==> config.mk <==
export PLATFORM = sky130hd
export DESIGN_NAME = regfile_sb_flat
export DESIGN_NICKNAME = d
export VERILOG_FILES = /design/src/rtl/regfile_sb_if.sv /design/src/rtl/regfile_sb.sv /design/src/flat_wrapper.sv
export SDC_FILE = /design/constraint.sdc
export NUM_CORES = 2
export LEC_CHECK = 0
export BUFFER_PORTS_ARGS = -buffer_cell sky130_fd_sc_hd__buf_2
export CAP_MARGIN = 0
export CORE_ASPECT_RATIO = 1.4
export CORE_MARGIN = 2
export CORE_UTILIZATION = 30
export CTS_CLUSTER_DIAMETER = 30
export DETAILED_ROUTE_END_ITERATION = 10
export PLACE_DENSITY = 0.54
export RECOVER_POWER = 25
export SLEW_MARGIN = 25
export SYNTH_ARGS = -nofsm -noshare
export SYNTH_HDL_FRONTEND = slang
export SYNTH_SLANG_ARGS = --single-unit
==> constraint.sdc <==
create_clock -name clk -period 3.9 [get_ports clk]
set_input_delay 0.78 -clock clk [delete_from_list [all_inputs] [get_ports clk]]
set_output_delay 0.78 -clock clk [all_outputs]
set_load 0.03 [all_outputs]
==> src/rtl/regfile_sb_if.sv <==
// Issue/read/writeback bus of the regfile_sb integer register file.
// The master side is the core pipeline; the slave side is the register file.
interface regfile_sb_if #(
  parameter int XLEN   = 32,
  parameter int ADDR_W = 5,
  parameter int NUM_RD = 2
);
  logic [NUM_RD*ADDR_W-1:0] rd_addr;
  logic [NUM_RD*XLEN-1:0]   rd_data;
  logic [NUM_RD-1:0]        rd_busy;
  logic                     we;
  logic [ADDR_W-1:0]        waddr;
  logic [XLEN-1:0]          wdata;
  logic                     issue_valid;
  logic [ADDR_W-1:0]        issue_rd;

  modport master (
    output rd_addr, we, waddr, wdata, issue_valid, issue_rd,
    input  rd_data, rd_busy
  );

  modport slave (
    input  rd_addr, we, waddr, wdata, issue_valid, issue_rd,
    output rd_data, rd_busy
  );
endinterface

==> src/rtl/regfile_sb.sv <==
// Parametrised integer register file with x0 hardwired to zero, busy scoreboard and post-reset clear sweep.
// Optional macro REGFILE_BYPASS_EN adds same-cycle write-to-read forwarding.
module regfile_sb #(
  parameter int XLEN   = 32,
  parameter int ADDR_W = 5,
  parameter int NUM_RD = 2
) (
  input  logic         clk,
  input  logic         reset,
  output logic         init_done,
  regfile_sb_if.slave  bus
);
  localparam int NREGS = 2**ADDR_W;
  localparam logic [ADDR_W-1:0] LAST_PTR = ADDR_W'(NREGS - 1);

  typedef enum logic {CLEAR, RUN} state_e;

  state_e            state_q, state_d;
  logic [ADDR_W-1:0] clr_ptr_q, clr_ptr_d;
  logic              init_done_q, init_done_d;
  logic [NREGS-1:0]  busy_q, busy_d;
  logic [XLEN-1:0]   mem_q [NREGS];
  logic [XLEN-1:0]   mem_d [NREGS];

  logic              wr_ok;
  logic              iss_ok;
  logic [ADDR_W-1:0] ra;

  assign wr_ok     = init_done_q && bus.we && (bus.waddr != '0);
  assign iss_ok    = init_done_q && bus.issue_valid && (bus.issue_rd != '0);
  assign init_done = init_done_q;

  always_comb begin
    state_d     = state_q;
    clr_ptr_d   = clr_ptr_q;
    init_done_d = init_done_q;
    busy_d      = busy_q;
    mem_d       = mem_q;
    case (state_q)
      CLEAR: begin
        mem_d[clr_ptr_q] = '0;
        if (clr_ptr_q == LAST_PTR) begin
          state_d     = RUN;
          init_done_d = 1'b1;
        end else begin
          clr_ptr_d = clr_ptr_q + ADDR_W'(1);
        end
      end
      RUN: begin
        if (wr_ok) begin
          mem_d[bus.waddr]  = bus.wdata;
          busy_d[bus.waddr] = 1'b0;
        end
        // Set after clear so a new producer keeps the register reserved.
        if (iss_ok) begin
          busy_d[bus.issue_rd] = 1'b1;
        end
      end
      default: state_d = CLEAR;
    endcase
    busy_d[0] = 1'b0;
  end

  // The array has no reset; the clear sweep zeroes it instead.
  always_ff @(posedge clk) begin
    mem_q <= mem_d;
  end

  always_ff @(posedge clk or posedge reset) begin
    if (reset) begin
      state_q     <= CLEAR;
      clr_ptr_q   <= ADDR_W'(1);
      init_done_q <= 1'b0;
      busy_q      <= '0;
    end else begin
      state_q     <= state_d;
      clr_ptr_q   <= clr_ptr_d;
      init_done_q <= init_done_d;
      busy_q      <= busy_d;
    end
  end

  always_comb begin
    bus.rd_data = '0;
    bus.rd_busy = '0;
    ra          = '0;
    for (int p = 0; p < NUM_RD; p++) begin
      ra = bus.rd_addr[p*ADDR_W +: ADDR_W];
      if (init_done_q && (ra != '0)) begin
        bus.rd_data[p*XLEN +: XLEN] = mem_q[ra];
        bus.rd_busy[p]              = busy_q[ra];
      end
`ifdef REGFILE_BYPASS_EN
      // Forwarded write clears busy unless the same register is being re-reserved.
      if (wr_ok && (ra == bus.waddr)) begin
        bus.rd_data[p*XLEN +: XLEN] = bus.wdata;
        if (!(bus.issue_valid && (bus.issue_rd == bus.waddr))) begin
          bus.rd_busy[p] = 1'b0;
        end
      end
`endif
    end
  end
endmodule

==> src/flat_wrapper.sv <==
// flat-port wrapper written by rule: the top's interface ports become plain ports
module regfile_sb_flat 
#(
  parameter int XLEN   = 32,
  parameter int ADDR_W = 5,
  parameter int NUM_RD = 2
)
  (clk, reset, init_done, bus_rd_addr, bus_we, bus_waddr, bus_wdata, bus_issue_valid, bus_issue_rd, bus_rd_data, bus_rd_busy);
  regfile_sb_if #(.XLEN(XLEN), .ADDR_W(ADDR_W), .NUM_RD(NUM_RD)) bus_i ();
  input  logic clk;
  input  logic reset;
  output logic init_done;
  input wire logic [$bits(bus_i.rd_addr)-1:0] bus_rd_addr;
  input wire logic [$bits(bus_i.we)-1:0] bus_we;
  input wire logic [$bits(bus_i.waddr)-1:0] bus_waddr;
  input wire logic [$bits(bus_i.wdata)-1:0] bus_wdata;
  input wire logic [$bits(bus_i.issue_valid)-1:0] bus_issue_valid;
  input wire logic [$bits(bus_i.issue_rd)-1:0] bus_issue_rd;
  output wire logic [$bits(bus_i.rd_data)-1:0] bus_rd_data;
  output wire logic [$bits(bus_i.rd_busy)-1:0] bus_rd_busy;
  assign bus_i.rd_addr = bus_rd_addr;
  assign bus_i.we = bus_we;
  assign bus_i.waddr = bus_waddr;
  assign bus_i.wdata = bus_wdata;
  assign bus_i.issue_valid = bus_issue_valid;
  assign bus_i.issue_rd = bus_issue_rd;
  assign bus_rd_data = bus_i.rd_data;
  assign bus_rd_busy = bus_i.rd_busy;
  regfile_sb #(.XLEN(XLEN), .ADDR_W(ADDR_W), .NUM_RD(NUM_RD)) u_core (.clk(clk), .reset(reset), .init_done(init_done), .bus(bus_i));
endmodule
# --- Word-level counts from Yosys, hierarchy flattened ---
# Cells that the tools add are included.
classes:
  n_reduce_logical: 16
  eq_ne: 2
  add_sub_neg: 1
  muxes: 30
  magnitude_cmp: 12
  bitwise: 11
ops:
  columns: ["op", "n"]
  rows:
  - ["$pmux W1024 S2", 1]
  - ["$and A1024 B1024 Y1024", 1]
  - ["$bwmux W1024", 1]
  - ["$mux W1024", 1]
  - ["$not A1024 Y1024", 1]
  - ["$mux W32", 11]
  - ["$bmux W32 S5", 2]
  - ["$demux W32 S5", 2]
  - ["$and A32 B32 Y32", 1]
  - ["$not A32 Y32", 1]
  - ["$or A32 B32 Y32", 1]
  - ["$ge A6 B6 Y1 const B", 4]
  - ["$lt A5 B6 Y1 const B", 4]
  - ["$not A5 Y6", 4]
  - ["$reduce_bool A5 Y1", 4]
  - ["$lt A6 B1 Y1 const B", 2]
  - ["$bmux W1 S5", 2]
  - ["$demux W1 S5", 2]
  - ["$ge A5 B1 Y1 const B", 2]
  - ["$logic_and A1 B1 Y1", 10]
  - ["$mux W1", 8]
  - ["$add A5 B1 Y5 const B", 1]
  - ["$eq A5 B5 Y1 const B", 1]
  - ["$reduce_and A2 Y1", 2]
  - ["2 further kinds", 3]
totals:
  regBits: 1062
  elab_cells: 108
  out_inout_bits: 67

# --- Longest topological paths before layout ---
logic_depth:
  depth_word: 10
  depth_mapped: 8
  depth_no_buf: 6

# --- Least setup slack after synthesis ---
# OpenSTA, ideal clock, no wires.
synth_path:
  kind: "input -> register"
  start: "in bus_waddr[3]"
  end: "reg u_core.mem_q[384] (netlist bit), enable pin"
  stages: 3
  path_buffers: 1
  path_slack_ns: -0.542
  t_arrival_ns: 3.972
  path_cell_list: "buf_2 -> or3b_2 -> o31ai_1"
synth_between:
  elab_chain_cells: 3
synth_rtl:
  columns: ["element", "line", "source"]
  rows:
  - ["start: declaration", "flat_wrapper.sv:15", "input wire logic [$bits(bus_i.waddr)-1:0] bus_waddr;"]
  - ["$reduce_bool A5 Y1", "regfile_sb.sv:29", "assign wr_ok = init_done_q && bus.we && (bus.waddr != '0);"]
  - ["$logic_and A1 B1 Y1", "regfile_sb.sv:29", null]
  - ["$ne A2 B2 Y1 (no source line)", null, null]
  - ["end signal: assignment", "regfile_sb.sv:66", "mem_q <= mem_d;"]
  - ["end: declaration", "regfile_sb.sv:22", "logic [XLEN-1:0] mem_q [NREGS];"]
# No other way between the ends.
# A chain may end at the register's enable or synchronous reset.

# --- Final worst setup path ---
layout_path:
  start: "reg u_core.init_done_q (netlist: u_core.init_done)"
  end: "out bus_rd_data[30]"
layout_between:
  elab_chain_cells: 2
layout_rtl:
  columns: ["element", "line", "source"]
  rows:
  - ["start: declaration", "regfile_sb.sv:20", "logic init_done_q, init_done_d;"]
  - ["start signal: assignment", "regfile_sb.sv:78", "init_done_q <= init_done_d;"]
  - ["$logic_and A1 B1 Y1", "regfile_sb.sv:89", "if (init_done_q && (ra != '0)) begin"]
  - ["$mux W32", "regfile_sb.sv:89", null]
  - ["end: declaration", "flat_wrapper.sv:19", "output wire logic [$bits(bus_i.rd_data)-1:0] bus_rd_data;"]
# No other way between the ends.

==> flow_summary.json <==
{
  "static-leakage-power_nw": 21.5,
  "crit_path_max_incr_delay_ps": 430,
  "critical_path.most_common_cell": "buf_4",
  "maximum_number_of_pins_on_one_net_before_global_route_repair": 51,
  "drt_iter0_drc": 8703,
  "netlist-cell-type-count": 53,
  "layout-drive-gt1-share": 0.271,
  "gp_congestion": 0.934,
  "cell_breakdown_of_the_critical_path": "buf_4 > and4bb_2 > buf_4 > a22o_1 > a31oi_2 > nand4_1 > buf_4 > buf_2",
  "r2r.worst_path.cells": 4,
  "number_of_global_route_vias_before_repair": 47800,
  "critical_path.top_delay_family": "buffers and inverters",
  "timing_worst_setup_path_type": "reg -> out",
  "placement.setup.worst_slack_ps": -120,
  "achievable-frequency_mhz": 256,
  "avgRoutedWirePerCell_microns": 39.6,
  "synth_area_leaders": "edfxtp_1 (51%), mux4_2 (15%), a22o_1 (11%)",
  "dr.pass1.iters": 6,
  "fin_crit_ps": 3910,
  "finalClockSkew_ps": 33.8,
  "hold_viol": 0,
  "worstHoldPathType": "in -> reg",
  "post_dp_cell_area_sq_um": 66600,
  "commonest_non_fill_non_tap_cell_in_the_layout": "edfxtp_1",
  "row_count": 194,
  "final_slew_viol_count": 48,
  "fraction_of_the_cycle_the_final_worst_path_needs": 1.00,
  "areaGrowthSynthToFinish_pct": 20.5,
  "timing.critical_path.required_ps": 3120,
  "overflow": 0,
  "power-per-cell-area_nw_per_um2": 428,
  "worstPathBufferInverterCount": 4,
  "rsz0062_at_grt": "true",
  "post-synth-top-area-fraction": 0.512,
  "detailroute.via_count": 49900,
  "grt_util_all_layers": 0.275,
  "arrival_ps": 3130,
  "synth.yosys.warnings": 0,
  "endpoints_failing_setup": 2,
  "crit_path_max_fanout": 9,
  "sequential_fraction_of_the_synthesis_area": 0.527,
  "timing.max_cap.violations": 2,
  "synthDominantAreaCellType": "edfxtp_1",
  "cts-buffers-inserted": 171,
  "core_area_sq_um": 199000,
  "outcome": "finished, violations left",
  "ctsRootBufferMaster": "clkbuf_16",
  "worst-slew-pin-transition_ps": 2330,
  "crit_path_top_delay_cell": "dfrtp_2",
  "fin_ws_ps": -9.91,
  "postRouteWirelength_microns": 291000,
  "clk_pin_slew_worst_paths_ps": 50,
  "n_fill_cell": 18900,
  "crit_end": "bus_rd_data[30]",
  "postRouteAntennaNets": 0,
  "vias_per_cell": 6.78,
  "tritoncts": "built",
  "clk-insertion-delay-late_ps": 800,
  "htreeDepth": 4,
  "initial_core_utilization": 0.302,
  "clock_tree.buffer_depth": 4,
  "final_core_util": 0.363,
  "drc": 0,
  "place.detailed.hpwl_microns": 185000,
  "fp.dieArea_sq_um": 204000,
  "setup-tns-final_ps": -13.7,
  "die_height_microns": 534,
  "stdcell_area_sq_um": 72400,
  "failing_checks": "max-capacitance violations, max-slew violations, negative setup slack",
  "async_flop_share": 0.0358,
  "synth-seq-cells": 1062,
  "irDropWorstVdd_v": 0.000320,
  "p_total_mw": 31.0,
  "syn-cell-area_sq_um": 60100,
  "reg2reg_slack_ps": 320,
  "setup.worst_path.end_class": "output port",
  "holdBufCountCts": 0,
  "worst_r2r_endpoint": "u_core.mem_q[726]",
  "postSynth.topFlopCell": "edfxtp_1",
  "tritoncts_num_sinks": 1062,
  "synthesis.instances": 4443,
  "number_of_antenna_violations_at_the_first_check_in_global_routing": 41,
  "syn_nets": 4504,
  "finish.net_count": 4623,
  "top_level_ports": 123,
  "place.port_buffers": 122,
  "number_of_flops_mapped_to_enable_cells_by_yosys": 1024,
  "critical_path.startpoint_type": "register",
  "critical_path_depth": 8,
  "cp-startpoint": "u_core.init_done",
  "worstReg2RegStart": "u_core.init_done",
  "max-slew-margin-rel": -0.551,
  "most-common-layout-cells": "edfxtp_1 (1024), a22o_1 (769), nand2_1 (392)",
  "syn-mean-instance-area_sq_um": 13.5,
  "die_x_microns": 382,
  "grt_first_pass_wirelength_microns": 395000
}
-- synth_stat cells (55+ instances only) --
| cell | n |
|---|---|
| nand2_1 | 401 |
| clkbuf_1 | 325 |
| nand4_1 | 67 |
| mux2i_1 | 271 |
| edfxtp_1 | 1024 |
| a22oi_1 | 226 |
| a22o_1 | 769 |
| mux4_2 | 391 |
| o21ai_0 | 313 |
| nand3_1 | 72 |
| a31oi_1 | 55 |
| buf_2 | 160 |
-- per-layer routing --
metal | global-route usage | part of all wire
met5 | 0 | 0.00088
met4 | 0.180 | 0.077
met3 | 0.0838 | 0.13
met2 | 0.413 | 0.44
met1 | 0.341 | 0.35
-- cell families (layout without fill, tap and decap cells) --
logic type / after synthesis / after routing / share of synthesized area
xor gates and xnor gates: 3 / 3 / 0.000437
and+or+nand+nor: 701 / 701 / 0.0551
adders and majority gates: 5 / 5 / 0.00104
muxes: 663 / 663 / 0.192
AOI/OAI and AO/OA: 1469 / 1469 / 0.184
other: 0 / 12 / 0
DFF: 1062 / 1062 / 0.527
buffers and inverters: 540 / 790 / 0.0403
-- what timing repair did --
item                                    CTS  global route
endpoints found under the setup margin   46            12
setup buffers                             4             0
pin swaps                                 3             2
resized for setup                         8             9
-- tightest hold or removal path, cell delays in order --
cell and delay [ps]:
buf_2 130, nand3_1 150, o2bb2ai_1 90
-- report_power, final --
part	switching (mW)	total [mW]	leakage, nW	internal [mW]
logic	1.86	2.76	11.2	0.908
registers	0.126	12.7	7.64	12.5
clock network	6.08	15.6	2.74	9.50
total	8.06	31.0	21.5	22.9
-- flip-flops by register name (all words and copies together) (netlist names) --
register          cells
u_core.mem_q       1024
u_core.clr_ptr_q      5
u_core.state_q        1
u_core.init_done      1
u_core.busy_q        31
-- cell type report --
class / instances / area, sq um / share of cell area
tap: 2646 / 3310 / 0.0457
antenna: 12 / 30.0 / 0.000415
sequential: 1062 / 31700 / 0.438
clock buffer: 184 / 4390 / 0.0606
timing repair buffer: 477 / 4540 / 0.0627
clock inverter: 120 / 1310 / 0.0181
multi-input combinational: 2841 / 27100 / 0.374
inverter: 9 / 33.8 / 0.000467
-- through the flow --
stage                     hold WS [ps]  instances
after detailed placement           496       7028
final                              374       7351
after floorplan                    467       4443
after global routing               388       7341
after CTS                          123       7336
after global placement             488       7021
-- worst min-delay path by stage --
stage / from / to / slack [ps] / cells after the start
after detailed placement: u_core.busy_q[17] / u_core.busy_q[17] / 500 / 1
after global routing: bus_issue_rd[2] / u_core.busy_q[23] / 390 / 3
final: bus_issue_rd[2] / u_core.busy_q[23] / 370 / 3
after floorplan: u_core.busy_q[12] / u_core.busy_q[12] / 470 / 1
after CTS: reset / u_core.busy_q[7] / 120 / 3
after global placement: u_core.busy_q[15] / u_core.busy_q[15] / 490 / 1
(Power assumes the default switching activity.)
